==> config.mk <==
export PLATFORM = sky130hd
export DESIGN_NAME = lock_supervisor
export DESIGN_NICKNAME = d
export VERILOG_FILES = /design/src/rtl/lock_pkg.sv /design/src/rtl/lock_timer.sv /design/src/rtl/lock_supervisor.sv
export SDC_FILE = /design/constraint.sdc
export NUM_CORES = 1
export LEC_CHECK = 0
export BUFFER_PORTS_ARGS = -buffer_cell sky130_fd_sc_hd__buf_2
export CAP_MARGIN = 20
export CORE_MARGIN = 5
export CORE_UTILIZATION = 50
export CTS_BUF_LIST = sky130_fd_sc_hd__clkbuf_2
export CTS_CLUSTER_SIZE = 10
export DETAILED_ROUTE_END_ITERATION = 12
export GPL_TIMING_DRIVEN = 0
export PLACE_DENSITY = 0.77
export SYNTH_ARGS = -nofsm -noshare
export SYNTH_HDL_FRONTEND = slang
export SYNTH_SLANG_ARGS = --single-unit
==> constraint.sdc <==
create_clock -name clk -period 1.7 [get_ports clk]
set_input_delay 0.34 -clock clk [delete_from_list [all_inputs] [get_ports clk]]
set_output_delay 0.34 -clock clk [all_outputs]
set_load 0.02 [all_outputs]
==> src/rtl/lock_pkg.sv <==
`default_nettype none
// +----------------------------------------------------------------------------+
// | lock_pkg: shared state encoding, default tick counts and counter sizing    |
// | Revision: 1.0                                                              |
// +----------------------------------------------------------------------------+
package lock_pkg;

  typedef enum logic [1:0] {
    ST_ARMED   = 2'd0,
    ST_OPEN    = 2'd1,
    ST_LOCKOUT = 2'd2,
    ST_ALARM   = 2'd3
  } lock_sup_state_e;

  localparam int DEF_OPEN_TICKS    = 5;
  localparam int DEF_LOCKOUT_TICKS = 10;

  // Bits needed to hold 0..max_val inclusive.
  function automatic int cnt_width(input int max_val);
    return (max_val < 1) ? 1 : $clog2(max_val + 1);
  endfunction

endpackage
`default_nettype wire

==> src/rtl/lock_timer.sv <==
`default_nettype none
// +----------------------------------------------------------------------------+
// | lock_timer: loadable tick-driven down-counter, saturating at zero; done    |
// | fires in the cycle whose tick takes the count from 1 to 0.                 |
// | Revision: 1.0                                                              |
// +----------------------------------------------------------------------------+
module lock_timer #(
  parameter int TW = 8
) (
  input  logic          clk,
  input  logic          reset_n,
  input  logic          load,
  input  logic [TW-1:0] load_val,
  input  logic          tick,
  output logic          done
);

  localparam logic [TW-1:0] c_zero = '0;
  localparam logic [TW-1:0] c_one  = TW'(1);

  logic [TW-1:0] count_d, count_q;

  // A load always beats a coincident tick.
  always_comb begin
    count_d = count_q;
    done    = 1'b0;
    if (load) begin
      count_d = load_val;
    end else if (tick && (count_q != c_zero)) begin
      count_d = count_q - c_one;
      done    = (count_q == c_one);
    end
  end

  always_ff @(posedge clk or negedge reset_n) begin
    if (!reset_n) begin
      count_q <= c_zero;
    end else begin
      count_q <= count_d;
    end
  end

endmodule
`default_nettype wire

==> src/rtl/lock_supervisor.sv <==
`default_nettype none
// +----------------------------------------------------------------------------+
// | lock_supervisor: sequences the keypad lock FSM -- attempt counting, timed  |
// | lockouts, alarm escalation and door-open window.                           |
// | Optional buzzer logic: define LOCK_SUPERVISOR_BEEP_EN.                     |
// | Revision: 1.0                                                              |
// +----------------------------------------------------------------------------+
module lock_supervisor
  import lock_pkg::*;
#(
  parameter int MAX_ATTEMPTS  = 3,
  parameter int MAX_LOCKOUTS  = 2,
  parameter int OPEN_TICKS    = DEF_OPEN_TICKS,
  parameter int LOCKOUT_TICKS = DEF_LOCKOUT_TICKS,
  parameter int TW            = 8
) (
  input  logic                                clk,
  input  logic                                reset_n,
  input  logic                                tick,
  input  logic                                key_en,
  input  logic                                anykey,
  input  logic                                unlock,
  input  logic                                fail,
  output logic                                fsm_en,
  output logic                                fsm_clr,
  output logic                                door_open,
  output logic                                lockout,
  output logic                                alarm,
  output logic [cnt_width(MAX_ATTEMPTS)-1:0]  attempts_left,
  output logic                                beep
);

  localparam int AW = cnt_width(MAX_ATTEMPTS);
  localparam int LW = cnt_width(MAX_LOCKOUTS);

  localparam logic [AW-1:0] c_att_max   = AW'(MAX_ATTEMPTS);
  localparam logic [AW-1:0] c_att_one   = AW'(1);
  localparam logic [LW-1:0] c_lock_max  = LW'(MAX_LOCKOUTS);
  localparam logic [LW-1:0] c_lock_one  = LW'(1);
  localparam logic [TW-1:0] c_open_ld   = TW'(OPEN_TICKS);
  localparam logic [TW-1:0] c_lock_ld   = TW'(LOCKOUT_TICKS);

  lock_sup_state_e state_d, state_q;
  logic [AW-1:0]   attempts_d, attempts_q;
  logic [LW-1:0]   lock_cnt_d, lock_cnt_q;
  logic            fsm_clr_d, fsm_clr_q;
  logic            door_open_d, door_open_q;
  logic            lockout_d, lockout_q;
  logic            alarm_d, alarm_q;
  logic            tmr_load;
  logic [TW-1:0]   tmr_val;
  logic            tmr_done;

  lock_timer #(.TW(TW)) u_timer (
    .clk      (clk),
    .reset_n  (reset_n),
    .load     (tmr_load),
    .load_val (tmr_val),
    .tick     (tick),
    .done     (tmr_done)
  );

  always_comb begin
    state_d    = state_q;
    attempts_d = attempts_q;
    lock_cnt_d = lock_cnt_q;
    fsm_clr_d  = 1'b0;
    tmr_load   = 1'b0;
    tmr_val    = c_open_ld;
    case (state_q)
      ST_ARMED: begin
        if (key_en && unlock) begin
          state_d    = ST_OPEN;
          tmr_load   = 1'b1;
          tmr_val    = c_open_ld;
          attempts_d = c_att_max;
          lock_cnt_d = '0;
        end else if (key_en && fail) begin
          if (attempts_q > c_att_one) begin
            attempts_d = attempts_q - c_att_one;
            fsm_clr_d  = 1'b1;
          end else begin
            attempts_d = '0;
            // Escalate once the allowed number of lockouts has been used up.
            if ((lock_cnt_q + c_lock_one) == c_lock_max) begin
              state_d = ST_ALARM;
            end else begin
              state_d    = ST_LOCKOUT;
              tmr_load   = 1'b1;
              tmr_val    = c_lock_ld;
              lock_cnt_d = lock_cnt_q + c_lock_one;
            end
          end
        end
      end
      ST_OPEN: begin
        if (anykey) begin
          tmr_load = 1'b1;
          tmr_val  = c_open_ld;
        end else if (tmr_done) begin
          state_d   = ST_ARMED;
          fsm_clr_d = 1'b1;
        end
      end
      ST_LOCKOUT: begin
        if (tmr_done) begin
          state_d    = ST_ARMED;
          attempts_d = c_att_max;
          fsm_clr_d  = 1'b1;
        end
      end
      ST_ALARM: begin
        state_d = ST_ALARM;
      end
      default: begin
        state_d = ST_ARMED;
      end
    endcase
    door_open_d = (state_d == ST_OPEN);
    lockout_d   = (state_d == ST_LOCKOUT) || (state_d == ST_ALARM);
    alarm_d     = (state_d == ST_ALARM);
  end

  always_ff @(posedge clk or negedge reset_n) begin
    if (!reset_n) begin
      state_q     <= ST_ARMED;
      attempts_q  <= c_att_max;
      lock_cnt_q  <= '0;
      fsm_clr_q   <= 1'b0;
      door_open_q <= 1'b0;
      lockout_q   <= 1'b0;
      alarm_q     <= 1'b0;
    end else begin
      state_q     <= state_d;
      attempts_q  <= attempts_d;
      lock_cnt_q  <= lock_cnt_d;
      fsm_clr_q   <= fsm_clr_d;
      door_open_q <= door_open_d;
      lockout_q   <= lockout_d;
      alarm_q     <= alarm_d;
    end
  end

  assign fsm_en        = key_en && (state_q == ST_ARMED);
  assign fsm_clr       = fsm_clr_q;
  assign door_open     = door_open_q;
  assign lockout       = lockout_q;
  assign alarm         = alarm_q;
  assign attempts_left = attempts_q;

`ifdef LOCK_SUPERVISOR_BEEP_EN
  logic beep_d, beep_q;

  // Lockout entry forces the buzzer on until the first tick inside the lockout.
  always_comb begin
    beep_d = 1'b0;
    case (state_q)
      ST_ARMED:   beep_d = key_en & anykey;
      ST_LOCKOUT: beep_d = beep_q & ~tick;
      ST_ALARM:   beep_d = beep_q ^ tick;
      default:    beep_d = 1'b0;
    endcase
    if ((state_q != ST_LOCKOUT) && (state_d == ST_LOCKOUT)) begin
      beep_d = 1'b1;
    end
  end

  always_ff @(posedge clk or negedge reset_n) begin
    if (!reset_n) begin
      beep_q <= 1'b0;
    end else begin
      beep_q <= beep_d;
    end
  end

  assign beep = beep_q;
`else
  assign beep = 1'b0;
`endif

endmodule
`default_nettype wire

==> metrics.txt <==
worst skew pair latency=around 0.30 ns; synth top area cells=dfrtp_1, dfstp_2, ha_1; diode count=0; Die Area=between 3000 and 4000 µm²; CP top delay family=simple AND/OR/NAND/NOR gates; cell taking the most area after synthesis=dfrtp_1; Internal=about 660 µW; global-route wire length before repair=just over 4000 µm; maximum vdd drop=581 µV; highest clock rate=554 MHz; Area Overhead vs Synth=27.3%; placed cell count=between 150 and 200; violated checks=setup timing; share of cells above drive strength 1=between 40 and 50%; Finished Cell Area=roughly 1400 µm²; Seq/Total Area, Yosys=39.2%; r2r setup slk=-0.11 ns; fin crit period=1.81 ns; Root Buffer=clkbuf_2; Final ANT Viol Nets=0; Yosys reg bits=17; core box area=between 2000 and 2500 µm²; Vias=~970; DRC Markers=0; Worst path max stage delay=just under 0.6 ns; Switch Pwr=~350 µW; Nets=around 160; FF-to-FF path depth=4; Worst EP required=around 1.9 ns; Critical Path End=u_timer.count_q[0]; Commonest cells post-synth=dfrtp_1, a21oi_1, inv_1; Netlist cell types=between 40 and 50; area share of the leading cell type in the synthesized netlist=about a third; fin. max-slew vios=0; Routed WL=2500 µm; WP depth=4; most common cell in the netlist=dfrtp_1; Clock Power Share=a little under 20%; Worst Path Class, Setup=flop to flop; Hold WC Path Type=input pin to flop; Comb power frac=between 30% and 40%; area of placed instances=~1200 µm²; I/O Buffers=12; Buf+Inv Stages, Crit Path=0; Routed wire per std cell=between 10 and 15 µm; fin cells=about 170; EDFF count, synth=0; PnR worst setup slack=-0.106 ns; DP Worst Slack=-0.184 ns; Placer Congestion=about 0.8; PD cells=731 nW/µm²; gr usage total=approximately 16%; CP Launch Type=flop; YS warnings=0; clock tree buffer depth=2; CTS Sinks=17; Reg-to-Reg End=u_timer.count_q[0]; Overflow after GRT=0; Syn Nets=125; CTS tree=done; first-pass iteration count of the detailed router=4; Clock Skew=0.00333 ns; CP max-delay cell=or4_4; Hold Startpoint=anykey; Seq pwr share=around 46%; num ports=15; fraction of registers with async set/reset=100%; Worst Path Arrival=2.03 ns; Die Y=56.7 µm; Setup-failing EPs final=13; initial antenna violation count=0; hpwl dp=about 1600 µm; via density per instance=5.70; Chip Width=56.7 µm; Post-Syn Instances=about 110; clk slew on worst S/H paths=around 0.17 ns; Initial Util=50.8%; Tcrit/Tclk final=106%; Post-Syn Area=between 1000 and 1500 µm²; Pwr Total=around 1 mW; pin count of the biggest net entering global routing=18; unrepaired setup endpoints after global routing=true; crit-path cells=or4_4 > o41a_1 > xnor2_1 > o21a_1; Synth Flop Type=dfrtp_1; CP Max Fanout=4; CTS H-tree lvls=1; Pleak=0.621 nW; number of global-route vias before repair=roughly 970; CP endpoint kind=flop; outcome=finished with violations; CTS Buf Count=3; Setup crit start=u_timer.count_q[4]; Max-Cap Viols=0; Starting DRT DRC Count=21; final hold vios=0; Switching Share=34.8%; hold path cells=3; Syn Area/Cell=roughly 9.6 µm²; reg2reg start=u_timer.count_q[4]; row cnt=17
power groups by stage:
| stage | Combinational [mW] | Sequential [mW] | Clock (mW) |
|---|---|---|---|
| final | 0.350 | 0.468 | 0.198 |
| after CTS | 0.296 | 0.466 | 0.197 |
| after floorplan | 0.184 | 0.493 | 0 |
| after global routing | 0.383 | 0.472 | 0.217 |
| after global placement | 0.266 | 0.474 | 0 |
| after detailed placement | 0.275 | 0.477 | 0 |
flip-flops by register name (all words and copies together), names as in the netlist:
register and count:
u_timer.count_q 8, door_open 1, alarm 1, lockout 1
fsm_clr 1, lock_cnt_q 2, state_q 1, attempts_left 2
worst min path at each step:
stage	end
after floorplan	alarm
after global placement	u_timer.count_q[2]
after detailed placement	u_timer.count_q[7]
after CTS	door_open
after global routing	door_open
final	door_open
metal layers:
layer | wire length (µm) | global-route usage, % | up-vias | part of all wire (%)
met5 | 0 | 0 | - | 0
met2 | 1270 | 25.9 | 17 | 51
li1 | - | - | 470 | -
met4 | 38 | 6.29 | 0 | 1.5
met3 | 68 | 3.22 | 5 | 2.7
met1 | 1120 | 19.5 | 482 | 45
final cells by class:
type,instances,area (µm²)
fill,181,758
multi-input combinational,81,653
sequential,17,429
timing repair buffer,27,185
tap,28,35.0
buffer,5,33.8
inverter,9,33.8
clock buffer,4,20.0
cell families after synthesis:
logic type	after synthesis	synth area share (%)
AND/OR/NAND/NOR	38	22.8
AO/OA/AOI/OAI	36	24.1
flip-flops	17	39.2
buffers and inverters	16	7.45
adder cells (fa/ha/maj)	4	4.58
XOR/XNOR	2	1.60
other	1	0.343
per-stage QoR:
stage	hold slack [ns]	TNS, ns	utilization (%)
floorplan	0.0444	-0.120	-
global placement	0.288	-0.835	55.5
detailed placement	0.285	-1.08	55.5
CTS	0.297	-0.981	59.9
global route	0.330	-1.86	64.7
finish	0.330	-0.988	64.7
what timing repair did:
item	in CTS	in global routing
resized for setup	8	15
endpoints found under the hold margin	15	0
setup buffers	8	7
hold buffers	1	0
endpoints found under the setup margin	16	16
gates cloned	0	0
pin swaps	7	13
placed cells by master (no fill, tap or decap), types with 2 or more instances in the layout:
cell type	Yosys	routed
buf_2	2	14
buf_4	1	14
dfrtp_1	15	14
nor2_1	8	8
inv_1	9	6
nand2_1	5	5
o21ai_0	6	5
a21oi_1	9	5
a21oi_2	0	4
clkbuf_2	0	4
inv_2	0	3
buf_6	2	3
a31oi_1	3	3
or4_1	3	3
nand3b_1	2	2
nor2b_1	2	2
nor3_1	2	2
o31ai_1	3	2
or2_2	2	2
o31a_1	2	2
xnor2_1	2	2
ha_1	4	2
dfstp_2	2	2
tightest hold or removal path: stages:
cell and delay [ns]:
buf_2 0.12, inv_1 0.06, a311oi_2 0.09
No activity file was read; power rests on OpenSTA's default activity.
